--- src/rtl/traffic_pkg.sv ---
// Shared types for the two-street traffic light controller.
package traffic_pkg;

    // Light code driven onto each street; 2'b11 is never produced.
    typedef enum logic [1:0] {
        GREEN  = 2'b00,
        YELLOW = 2'b01,
        RED    = 2'b10
    } light_t;

    // Controller states, binary encoded.
    typedef enum logic [1:0] {
        S0 = 2'd0,  // A green, B red
        S1 = 2'd1,  // A yellow, B red
        S2 = 2'd2,  // A red, B green
        S3 = 2'd3   // A red, B yellow
    } state_t;

    localparam int unsigned DwellWidth = 8;

    // True for the states whose duration is set by the dwell timer.
    function automatic logic is_yellow(input state_t s);
        return (s == S1) || (s == S3);
    endfunction

endpackage

--- src/rtl/dwell_timer.sv ---
// Counts cycles spent in a yellow phase and flags when the last cycle is reached.
module dwell_timer
    import traffic_pkg::*;
#(
    parameter int unsigned YELLOW_CYCLES = 1
) (
    input  logic clk,
    input  logic reset,
    input  logic clear_i,
    input  logic en_i,
    output logic done_o,
    output logic ovf_o
);

    logic [DwellWidth-1:0] cnt_q;
    logic [DwellWidth-1:0] cnt_d;

    // Next count: clear wins over enable; holds when idle.
    always_comb begin
        cnt_d = cnt_q;
        if (clear_i) begin
            cnt_d = '0;
        end else if (en_i) begin
            cnt_d = cnt_q + 1'b1;
        end
    end

    // Counter register with synchronous reset.
    always_ff @(posedge clk) begin
        if (reset) begin
            cnt_q <= '0;
        end else begin
            cnt_q <= cnt_d;
        end
    end

    assign done_o = (cnt_q == DwellWidth'(YELLOW_CYCLES - 1));
    // Can only be reached if the counter is corrupted; the FSM recovers to S0.
    assign ovf_o  = (cnt_q == {DwellWidth{1'b1}});

endmodule

--- src/rtl/traffic_lights_fsm.sv ---
// Moore controller for a two-street intersection with sensor-held green phases.
module traffic_lights_fsm
    import traffic_pkg::*;
#(
    parameter int unsigned YELLOW_CYCLES = 1
) (
    input  logic       clk,
    input  logic       reset,
    input  logic       TA,
    input  logic       TB,
    output logic [1:0] LA,
    output logic [1:0] LB
);

    state_t state_q;
    state_t state_d;
    logic   dwell_done;
    logic   dwell_ovf;
    logic   dwell_clear;
    logic   dwell_en;
    light_t la;
    light_t lb;

    // Restart the dwell count whenever the state moves so each yellow starts at zero.
    assign dwell_clear = (state_d != state_q);
    assign dwell_en    = is_yellow(state_q);

    dwell_timer #(
        .YELLOW_CYCLES(YELLOW_CYCLES)
    ) u_dwell_timer (
        .clk    (clk),
        .reset  (reset),
        .clear_i(dwell_clear),
        .en_i   (dwell_en),
        .done_o (dwell_done),
        .ovf_o  (dwell_ovf)
    );

    // Next-state logic; each sensor matters only in its own green state.
    always_comb begin
        state_d = state_q;
        if (dwell_ovf) begin
            state_d = S0;
        end else begin
            unique case (state_q)
                S0:      state_d = TA ? S0 : S1;
                S1:      state_d = dwell_done ? S2 : S1;
                S2:      state_d = TB ? S2 : S3;
                S3:      state_d = dwell_done ? S0 : S3;
                default: state_d = S0;
            endcase
        end
    end

    // State register; reset has priority over every transition.
    always_ff @(posedge clk) begin
        if (reset) begin
            state_q <= S0;
        end else begin
            state_q <= state_d;
        end
    end

    // Moore output decode from the state register only.
    always_comb begin
        la = RED;
        lb = RED;
        unique case (state_q)
            S0:      begin la = GREEN;  lb = RED;    end
            S1:      begin la = YELLOW; lb = RED;    end
            S2:      begin la = RED;    lb = GREEN;  end
            S3:      begin la = RED;    lb = YELLOW; end
            default: begin la = RED;    lb = RED;    end
        endcase
    end

    assign LA = la;
    assign LB = lb;

endmodule

--- config.mk ---
export PLATFORM = sky130hd
export DESIGN_NAME = traffic_lights_fsm
export DESIGN_NICKNAME = d
export VERILOG_FILES = /design/src/rtl/traffic_pkg.sv /design/src/rtl/dwell_timer.sv /design/src/rtl/traffic_lights_fsm.sv
export SDC_FILE = /design/constraint.sdc
export NUM_CORES = 1
export LEC_CHECK = 0
export ABC_AREA = 0
export CAP_MARGIN = 5
export CORE_AREA = 2 2 39 41
export CTS_CLUSTER_SIZE = 16
export DETAILED_ROUTE_END_ITERATION = 6
export DIE_AREA = 0 0 41 43
export GPL_TIMING_DRIVEN = 0
export PLACE_DENSITY = 0.69
export SLEW_MARGIN = 15
export SYNTH_ARGS = -nofsm -noshare
export SYNTH_HDL_FRONTEND = slang
export SYNTH_SLANG_ARGS = --single-unit
--- constraint.sdc ---
create_clock -name clk -period 3.9 [get_ports clk]
set_input_delay 0.78 -clock clk [delete_from_list [all_inputs] [get_ports clk]]
set_output_delay 0.78 -clock clk [all_outputs]
set_load 0.02 [all_outputs]
# ---- Word-level counts from Yosys, hierarchy flattened
# Cells that the tools add are included.
dict set report totals {
  out_inout_bits 4
  wordCells 22
  inputBits 4
  register_bits 10
}
dict set report op_classes {
  n_reduce_logical 6
  eq_ne 5
  mux 8
  n_addsub 1
}
# operator n
set op_table {}
lappend op_table {{2-bit case mux with 3 select lines} 2}
lappend op_table {{8-bit by 1-bit adder with 8-bit output (second input constant)} 1}
lappend op_table {{8-bit == test (second input constant)} 1}
lappend op_table {{8-bit logical NOT} 1}
lappend op_table {{2-bit case mux with 4 select lines} 1}
lappend op_table {{2-bit 2-to-1 mux} 3}
lappend op_table {{2-bit OR reduction} 3}
lappend op_table {{2-bit == test (second input constant)} 2}
lappend op_table {{2-bit by 1-bit == test with 1-bit output (second input constant)} 1}
lappend op_table {{2-bit logical NOT} 1}
lappend op_table {{1-bit 2-to-1 mux} 2}
lappend op_table {{2-bit inequality test} 1}
lappend op_table {{1-bit logical OR} 1}

# ---- Longest topological paths before layout
dict set report depth {
  depth_word 6
  depth_mapped 6
}

# ---- Modules after synthesis
# A second synthesis with hierarchy kept.
dict set report unflattened {
  hier_cells 62
  hier_area_um2 546.8
}
# module area_each_um2 seq_area_each_um2 n_inst cells_each
set by_module_without_submodules {}
lappend by_module_without_submodules {dwell_timer 387.9 160.2 1 45}
lappend by_module_without_submodules {traffic_lights_fsm 158.9 40.0 1 17}

# ---- Worst setup path before layout
# OpenSTA, ideal clock, no wires.
dict set report synth_path {
  path_type {register -> output}
  start {reg state_q[0]}
  end {out LA[0]}
  n_path_buf 1
  setup_slack_ns 2.292
  stages_incl_launch_ff 3
  t_arrival_ns 0.828
  cell_sequence {dfxtp_1 buf_2 nor2b_1}
}
dict set report synth_between {
  elab_chain_cells 3
}
# item line
set synth_rtl {}
lappend synth_rtl {{start, declared} traffic_lights_fsm.sv:15} ;# state_t state_q;
lappend synth_rtl {{start signal, assigned} traffic_lights_fsm.sv:60} ;# state_q <= state_d;
lappend synth_rtl {{2-bit == test} traffic_lights_fsm.sv:68} ;# unique case (state_q)
lappend synth_rtl {{2-bit OR reduction (no source line)} --}
lappend synth_rtl {{2-bit case mux with 3 select lines *} traffic_lights_fsm.sv:68}
lappend synth_rtl {{end, declared} traffic_lights_fsm.sv:11} ;# output logic [1:0] LA,
# Mark *: on every way between the ends. The rest lies on a longest branch, timed or not.

# ---- Worst setup path after layout
dict set report layout_path {
  start {reg state_q[1]}
  end {out LB[0]}
}
dict set report layout_between {
  elab_chain_cells 3
}
# item line
set layout_rtl {}
lappend layout_rtl {{2-bit by 1-bit == test with 1-bit output / 2-bit logical NOT (equally long branches)} traffic_lights_fsm.sv:68}
lappend layout_rtl {{2-bit OR reduction (no source line)} --}
lappend layout_rtl {{2-bit case mux with 3 select lines *} traffic_lights_fsm.sv:68}
lappend layout_rtl {{end, declared} traffic_lights_fsm.sv:12} ;# output logic [1:0] LB
# Marked as above.

==> run_summary.xml <==
<?xml version="1.0" encoding="UTF-8"?>
<metrics>
  <group name="cts">
    <metric name="cts_root_buffer" unit="">clkbuf_4</metric>
    <metric name="cts_made_buffers" unit="">3</metric>
    <metric name="htree_num_levels" unit="">1</metric>
    <metric name="tritoncts_clock_tree" unit="">done</metric>
    <metric name="worst_skew_pair.late_latency" unit="ns">0.28</metric>
    <metric name="number_of_sinks_on_the_clock_net" unit="">10</metric>
    <metric name="cts.clk_slew.worst_paths" unit="ns">0.07</metric>
    <metric name="cts.repair.resized" unit="">0</metric>
    <metric name="post-cts-setup-buffers" unit="">0</metric>
    <metric name="cts.path.max_buffers" unit="">2</metric>
    <metric name="cts-hold-fix-buffers" unit="">0</metric>
  </group>
  <group name="detailed_routing">
    <metric name="drt_wl_total" unit="mm">1.033</metric>
    <metric name="avgViaCountPerCell" unit="">5.091</metric>
    <metric name="post_drt_wl_per_cell" unit="µm">11.74</metric>
    <metric name="detailedRoute.firstIterationViolations" unit="">8</metric>
    <metric name="ant_nets" unit="">0</metric>
    <metric name="drt_drc_violations_left" unit="">0</metric>
    <metric name="num_vias" unit="">448</metric>
    <metric name="dr.pass1.iters" unit="">4</metric>
  </group>
  <group name="placed_design">
    <metric name="gpl.final_weighted_congestion" unit="">0.7790</metric>
    <metric name="dpl-instance-area" unit="µm²">629.4</metric>
    <metric name="port_buffers" unit="">7</metric>
    <metric name="detailed_place_hpwl" unit="µm">707.1</metric>
  </group>
  <group name="grt">
    <metric name="grt_start_max_net_pins" unit="">11</metric>
    <metric name="grt_use_total" unit="%">14.76</metric>
    <metric name="first_global_vias" unit="">426</metric>
    <metric name="wire_length_of_the_first_global_routing_pass" unit="mm">1.725</metric>
    <metric name="globalRoute.totalOverflow" unit="">0</metric>
    <metric name="antenna_found_initial" unit="">0</metric>
  </group>
  <group name="sta">
    <metric name="finalCriticalPeriod" unit="ns">2.409</metric>
    <metric name="report.final.setup_viol" unit="">0</metric>
    <metric name="tns" unit="ns">0</metric>
    <metric name="max_freq" unit="GHz">0.4151</metric>
    <metric name="final.setup_skew" unit="ns">0.003645</metric>
    <metric name="worst_pin_slew" unit="ns">0.3331</metric>
    <metric name="timing_hold_violations_final" unit="">0</metric>
    <metric name="max_slew_margin" unit="%">77.48</metric>
    <metric name="finalCritPeriodShare" unit="%">61.78</metric>
    <metric name="grt_setup_unrepaired" unit="">no</metric>
    <metric name="report.final.slew_viol_count" unit="">0</metric>
  </group>
  <group name="outcome">
    <metric name="outcome" unit="">finished clean</metric>
  </group>
  <group name="power">
    <metric name="ir_worst_vdd" unit="V">0.0001239</metric>
    <metric name="leakagePower" unit="nW">0.2534</metric>
    <metric name="power-per-cell-area" unit="nW/µm²">399.7</metric>
  </group>
  <group name="setup_path">
    <metric name="worst_setup_path_start_kind" unit="">flip-flop</metric>
    <metric name="setup.worst_path.end_class" unit="">output pin</metric>
    <metric name="crit_path_cell_trace" unit="">clkbuf_1 -&gt; and2_1 -&gt; clkdlybuf4s50_1</metric>
    <metric name="cpMaxStageDelayCell" unit="">clkdlybuf4s50_1</metric>
    <metric name="worst-endpoint-required" unit="ns">3.12</metric>
    <metric name="critical_path_arrival" unit="ns">1.63</metric>
    <metric name="critical_path_s_top_delay_family" unit="">buffers and inverters</metric>
    <metric name="critical_path.n_buffers_inverters" unit="">2</metric>
    <metric name="worst_path_largest_cell_delay" unit="ns">0.59</metric>
    <metric name="criticalPathCategory" unit="">reg2out</metric>
    <metric name="critical_path_peak_fanout" unit="">8</metric>
  </group>
  <group name="synthesis">
    <metric name="asyncSetResetFlopFracSynth" unit="%">0</metric>
    <metric name="synth_top_area_cells" unit="">dfxtp_1, xor2_1, a21oi_1</metric>
    <metric name="synth_enable_flop_cells" unit="">0</metric>
    <metric name="synth.top_cells.by_count" unit="">dfxtp_1, a21oi_1, xor2_1</metric>
    <metric name="synth_area_leader_cell" unit="">dfxtp_1</metric>
    <metric name="seq_area_frac_synth" unit="%">37.12</metric>
    <metric name="syn-num-nets" unit="">67</metric>
    <metric name="yosys_register_bits" unit="">10</metric>
    <metric name="yosysTopAreaCellShare" unit="%">37.12</metric>
    <metric name="netlist_instances" unit="">61</metric>
    <metric name="ys.warnings.count" unit="">0</metric>
    <metric name="synthDistinctLibCells" unit="">26</metric>
    <metric name="prevailing_post_synth_register_cell" unit="">dfxtp_1</metric>
    <metric name="syn-mean-instance-area" unit="µm²">8.840</metric>
    <metric name="synth.most_common_cell" unit="">dfxtp_1</metric>
    <metric name="post_synth_instance_area" unit="µm²">539.3</metric>
  </group>
  <group name="floorplan">
    <metric name="core_region_area" unit="µm²">1384</metric>
    <metric name="die_h" unit="µm">43</metric>
    <metric name="start_util" unit="%">38.97</metric>
    <metric name="die_area" unit="µm²">1763</metric>
    <metric name="io_pins" unit="">8</metric>
    <metric name="die_w" unit="µm">41</metric>
    <metric name="row_count" unit="">14</metric>
  </group>
  <group name="layout">
    <metric name="stdcell_area" unit="µm²">665.6</metric>
    <metric name="antenna_cells" unit="">0</metric>
    <metric name="fraction_of_final_layout_cells_sized_beyond_drive_strength_1" unit="%">12.50</metric>
    <metric name="syn2layout_area_growth" unit="%">23.43</metric>
    <metric name="final_nets" unit="">79</metric>
  </group>
  <group name="worst_hold_path">
    <metric name="hold_class" unit="">reg2reg</metric>
  </group>
  <group name="run">
    <metric name="max-cap-violations" unit="">0</metric>
  </group>
</metrics>
## cell usage in the layout, fill, tap and decap left out, types with 2 or more instances in the layout
master and count:
inv_1 3, mux2i_1 2, nor2_1 2, ha_1 2, and2_1 2, nand3_1 4
a21oi_1 8, nand2_1 3, nand4_1 2, clkdlybuf4s50_1 7, xnor2_1 3, xor2_1 5
clkbuf_1 2, clkbuf_4 3, dfxtp_1 10
## sequential cells by signal, summed over array words and instances, names as in the netlist
name                 count
state_q                  2
u_dwell_timer.cnt_q      8
## area by class of cell
| class | count | area (µm²) |
|---|---|---|
| Fill cell | 144 | 718.2 |
| Multi-Input combinational cell | 45 | 315.3 |
| Sequential cell | 10 | 200.2 |
| Timing Repair Buffer | 7 | 70.07 |
| Clock buffer | 4 | 36.28 |
| Tap cell | 16 | 20.02 |
| Buffer | 3 | 12.51 |
| Inverter | 3 | 11.26 |
## per-stage QoR
step	hold slack, ns	cells	util [%]	total power [mW]	setup WS [ns]
6_report	0.5654	88	48.10	0.2661	1.491
5_1_grt	0.6230	88	48.10	0.2781	1.412
4_1_cts	0.5750	88	48.10	0.2670	1.480
3_5_place_dp	0.5647	84	45.48	0.1692	1.790
3_3_place_gp	0.5331	84	45.48	0.1688	1.796
2_1_floorplan	0.5181	61	-	0.1488	2.292
## report_power, final
part	switching (mW)	total [mW]	internal, mW
sequential	0.00182	0.108	0.106
combinational	0.0297	0.0583	0.0286
clock	0.0427	0.0996	0.0569
total	0.0742	0.266	0.192
## tightest hold or removal path, delay by kind of cell, from the launching register on
family          cells  cell delay [ns]
compound gates      1             0.05
flops               1             0.34
mux                 1             0.13
## cell families after synthesis
kind of cell,after synthesis,synth area share [%]
adders and majority gates,2,4.640
xor gates and xnor gates,8,12.99
AOI/OAI and AO/OA,12,13.92
muxes,2,3.712
buffers and inverters,6,4.408
DFF,10,37.12
and+or+nand+nor,21,23.20
## final timing paths
kind / from / endpoint / slack, ns / depth (start not counted)
max reg2reg: u_dwell_timer.cnt_q[0] / u_dwell_timer.cnt_q[6] / 2.30 / 5
min: u_dwell_timer.cnt_q[1] / u_dwell_timer.cnt_q[1] / 0.57 / 2
min reg2reg: u_dwell_timer.cnt_q[1] / u_dwell_timer.cnt_q[1] / 0.57 / 2
max: state_q[1] / LB[0] / 1.49 / 3
## per-layer routing
| layer | part of all wire [%] | global-route usage, % | up-vias |
|---|---|---|---|
| li1 | - | - | 239 |
| met1 | 50 | 18.33 | 190 |
| met2 | 40 | 20.63 | 14 |
| met3 | 5.1 | 3.141 | 5 |
| met4 | 4.4 | 12.00 | 0 |
| met5 | 0 | 0 | - |
Power figures use the tool's default switching activity.
==> RTL edit 1 (same settings) <==
The 4 states of `state_t` get a Gray code encoding in 2 bits. Comments in the files are not updated.
--- a/src/rtl/traffic_pkg.sv
+++ b/src/rtl/traffic_pkg.sv
@@ -11,8 +11,8 @@
     // Controller states, binary encoded.
     typedef enum logic [1:0] {
-        S0 = 2'd0,  // A green, B red
-        S1 = 2'd1,  // A yellow, B red
-        S2 = 2'd2,  // A red, B green
-        S3 = 2'd3   // A red, B yellow
+        S0 = 2'b00,  // A green, B red
+        S1 = 2'b01,  // A yellow, B red
+        S2 = 2'b11,  // A red, B green
+        S3 = 2'b10   // A red, B yellow
     } state_t;
 
Behaviour: no difference found for any inputs over 10 cycles, from zero or initial values and one cycle with reset high; not proved beyond that.
==> RTL edit 1 against the original RTL <==
- combinational power up 62%
- worst setup slack got worse by 0.17 ns
- sequential cell count is the same
- design area up 13%
- largest power group unchanged
- area after synthesis rose by 18%
- total power up 4.9%
- highest routed layer unchanged
- maximum frequency shrank 6.4%
- routed wire length is 8.0% higher
- register-to-register slack got worse by 0.21 ns
- critical endpoint is now LB[1]
- first-iteration DRC count fell by 63%
- clock skew shrank 0.0011 ns
==> RTL edit 1: results (changes against the original RTL) <==
Outcome
  • Status: finished clean

Layout
  • Layout cells sized above 1: 20.5% (+8.0 points)
  • Multi-input gate area: 407 um2 (+29%)
  • Sequential share of cell area: 26.7% (-3.4 points)
  • Non-clk buf share: 10.9% (-1.6 points)
  • Clock-cell share: 3.01% (-2.4 points)
  • Comb_multi_in: 47 (+4.4%)
  • Clock buffer cells: 3 (-1)
  • Synthesis-to-finish area growth: 17.7%
  • Invs w/o clock: 5 (+2)
  • Filler cells: 117 (-19%)
  • Nets@finish: 85 (+7.6%)
  • Non-CTS buffers: 8 (-2)

Power
  • Clock power frac: 25.7% (-12 points)
  • Pwr Density: 373 mW/mm2 (-6.8%)
  • Combinational power: 0.0000947 W (+62%)
  • P_leak: 0.260 nW (+2.5%)

Yosys
  • Synth cell count leaders: dfxtp_1, a211oi_2, ha_1
  • Post-Syn Instances: 63 (+3.3%)
  • Mapped Nets: 73 (+9.0%)
  • Synth top area cells: dfxtp_1, a211oi_2, ha_1
  • Synth unique cells: 22 (-15%)
  • Seq/Total Area, Yosys: 31.4% (-5.7 points)

Detailed routing
  • WL met1: 476 um (-8.6%)
  • WL per Instance: 12.5 um (+6.8%)
  • Met2 WL: 548 um (+33%)
  • Starting DRT DRC Count: 3 (-5)
  • Final wirelength: 1120 um (+8.0%)
  • Vias/cell: 5.62 (+10%)

STA
  • Worst slew margin: 65.1% (-12 points)
  • Worst Skew: 0.00257 ns (-0.00107 ns)
  • Hold_ws: 0.604 ns (+0.0387 ns)
  • Tmin final: 2.57 ns (+0.165 ns)

GRT
  • Largest net degree at the start of global routing: 9 (-2)
  • Number of global-route vias before repair: 495 (+16%)
  • Overall routing resource usage: 16.8% (+2.0 points)

Worst setup path
  • Worst-path fanout max: 5 (-3)
  • R2R setup slack: 2.09 ns (-0.21 ns)
  • CP Data Arrival Time: 1.79 ns (+0.16 ns)
  • CP max stage delay: 0.61 ns (+0.02 ns)

Place
  • DP HPWL: 854 um (+21%)
  • DP Worst Slack: 1.60 ns (-0.190 ns)
  • Cells after DPL: 86 (+2.4%)
  • Routability congestion estimate: 0.750 (-3.7%)

Hold path
  • HP Class: register to register
  • Hold Startpoint: u_dwell_timer.cnt_q[6]
[RTL edit 1: cell count changes in the layout (fill, tap and decap cells not counted), sizes merged, moves of 2 or more]
cell and delta:
a211oi +9, a21oi -7, ha +4, clkbuf -3, nand3 -3, and2 -2, inv +2, nor2 +2
nor3 +2, or2 -2, or3 +2
[RTL edit 1: layer usage]
layer  up-vias  GRT usage [%]
met4         0           12.0
met2        12           27.2
li1        249              -
met5         -              0
met1       234           18.1
met3         5           3.14
[RTL edit 1: final timing paths]
path	end	depth (start not counted)
setup / recovery	LB[1]	4
hold / removal	u_dwell_timer.cnt_q[6]	2
setup reg to reg	u_dwell_timer.cnt_q[6]	6
hold reg to reg	u_dwell_timer.cnt_q[6]	2
[RTL edit 1: kinds of logic after synthesis]
family | after synthesis | share of synthesized area, %
fa+ha+maj | 6 | 11.8
compound gates | 14 | 24.0
buf+inv | 6 | 4.72
mux | 1 | 1.57
xor+xnor | 8 | 11.0
simple gates | 18 | 15.5
flops | 10 | 31.4
==> RTL edit 2 (same flow settings) <==
Made on the original files. `DwellWidth`: 8 -> 10.
--- a/src/rtl/traffic_pkg.sv
+++ b/src/rtl/traffic_pkg.sv
@@ -17,5 +17,5 @@
     } state_t;
 
-    localparam int unsigned DwellWidth = 8;
+    localparam int unsigned DwellWidth = 10;
 
     // True for the states whose duration is set by the dwell timer.
Behaviour: no difference found for any inputs over 10 cycles, from zero or initial values and one cycle with reset high; that may be too few to reach the edited logic, so the function may still have changed.
==> RTL edit 2 against the original RTL <==
- critical endpoint unchanged
- critical path depth grew 2
- die area is the same
- maximum frequency shrank 1.6%
- area after synthesis grew 29%
- final cell count grew 22%
- worst setup slack lost 0.039 ns
- sequential cell count grew 2
- global-route usage grew 7.1 points
- utilization grew 10 points
- synthesized cell count grew 33%
- total power grew 8.2%
- design area grew 21%
- routed wire length grew 53%
==> RTL edit 2: results (changes against the original RTL) <==
GRT
  • Number of global-route vias before repair: 583 (+37%)
  • Met2 usage: 31.3% (+11 points)

Power
  • Sw Ratio: 32.2% (+4.3 points)
  • Peak supply drop: 186 uV (+50%)
  • P_leak: 0.265 nW (+4.4%)

Layout
  • Post-Route Utilization: 58.3% (+10 points)
  • Clock-cell share: 2.79% (-2.7 points)
  • Multi-input gate area: 417 um2 (+32%)
  • Layout cells sized above 1: 13.2% (+0.69 points)
  • Filler cells: 138 (-4.2%)
  • Nets@finish: 99 (+25%)
  • Sequential share of cell area: 29.8% (-0.31 points)
  • Largest regs: u_dwell_timer.cnt_q (10), state_q (2)

Place
  • DP Worst Slack: 1.52 ns (-0.274 ns)
  • Cells after DPL: 104 (+24%)
  • DP HPWL: 1110 um (+56%)

STA
  • Hold_ws: 0.502 ns (-0.0636 ns)
  • Worst slew margin: 49.5% (-28 points)

Detailed routing
  • Wire length on met3: 72 um (+36%)
  • Met2 WL: 693 um (+68%)

Yosys
  • Synth top area cells: dfxtp_1, nor4_1, nand4_1
  • Mapped Nets: 87 (+30%)
  • Post-Syn Instances: 81 (+33%)

Worst setup path
  • CP startpoint: state_q[0]
  • RR Endpoint: u_dwell_timer.cnt_q[3]
  • R2r startpoint: u_dwell_timer.cnt_q[1]

Clock network
  • CTS Sinks: 12 (+2)

Outcome
  • Status: finished clean
[RTL edit 2: cell types whose count changed after synthesis, sizes merged, moves of 3 or more]
cell,change
nand2,+4
nor4,+9
nor3,+4
nand4,+3
a21oi,-5
[RTL edit 2: logic make-up (layout without fill, tap and decap cells)]
| kind of cell | after synthesis | after routing | share of synthesized area [%] |
|---|---|---|---|
| AND/OR/NAND/NOR | 42 | 42 | 35.7 |
| buffers and inverters | 8 | 18 | 5.40 |
| XOR/XNOR | 7 | 7 | 8.83 |
| flip-flops | 12 | 12 | 34.6 |
| AO/OA/AOI/OAI | 9 | 9 | 10.5 |
| multiplexers | 1 | 1 | 1.44 |
| adder cells (fa/ha/maj) | 2 | 2 | 3.60 |
[RTL edit 2: worst max-delay path: stages, from the launching register on]
cell	delay, ns
dfxtp_1	0.31
buf_4	0.15
inv_1	0.06
buf_4	0.17
nor2_1	0.10
clkdlybuf4s50_1	0.60
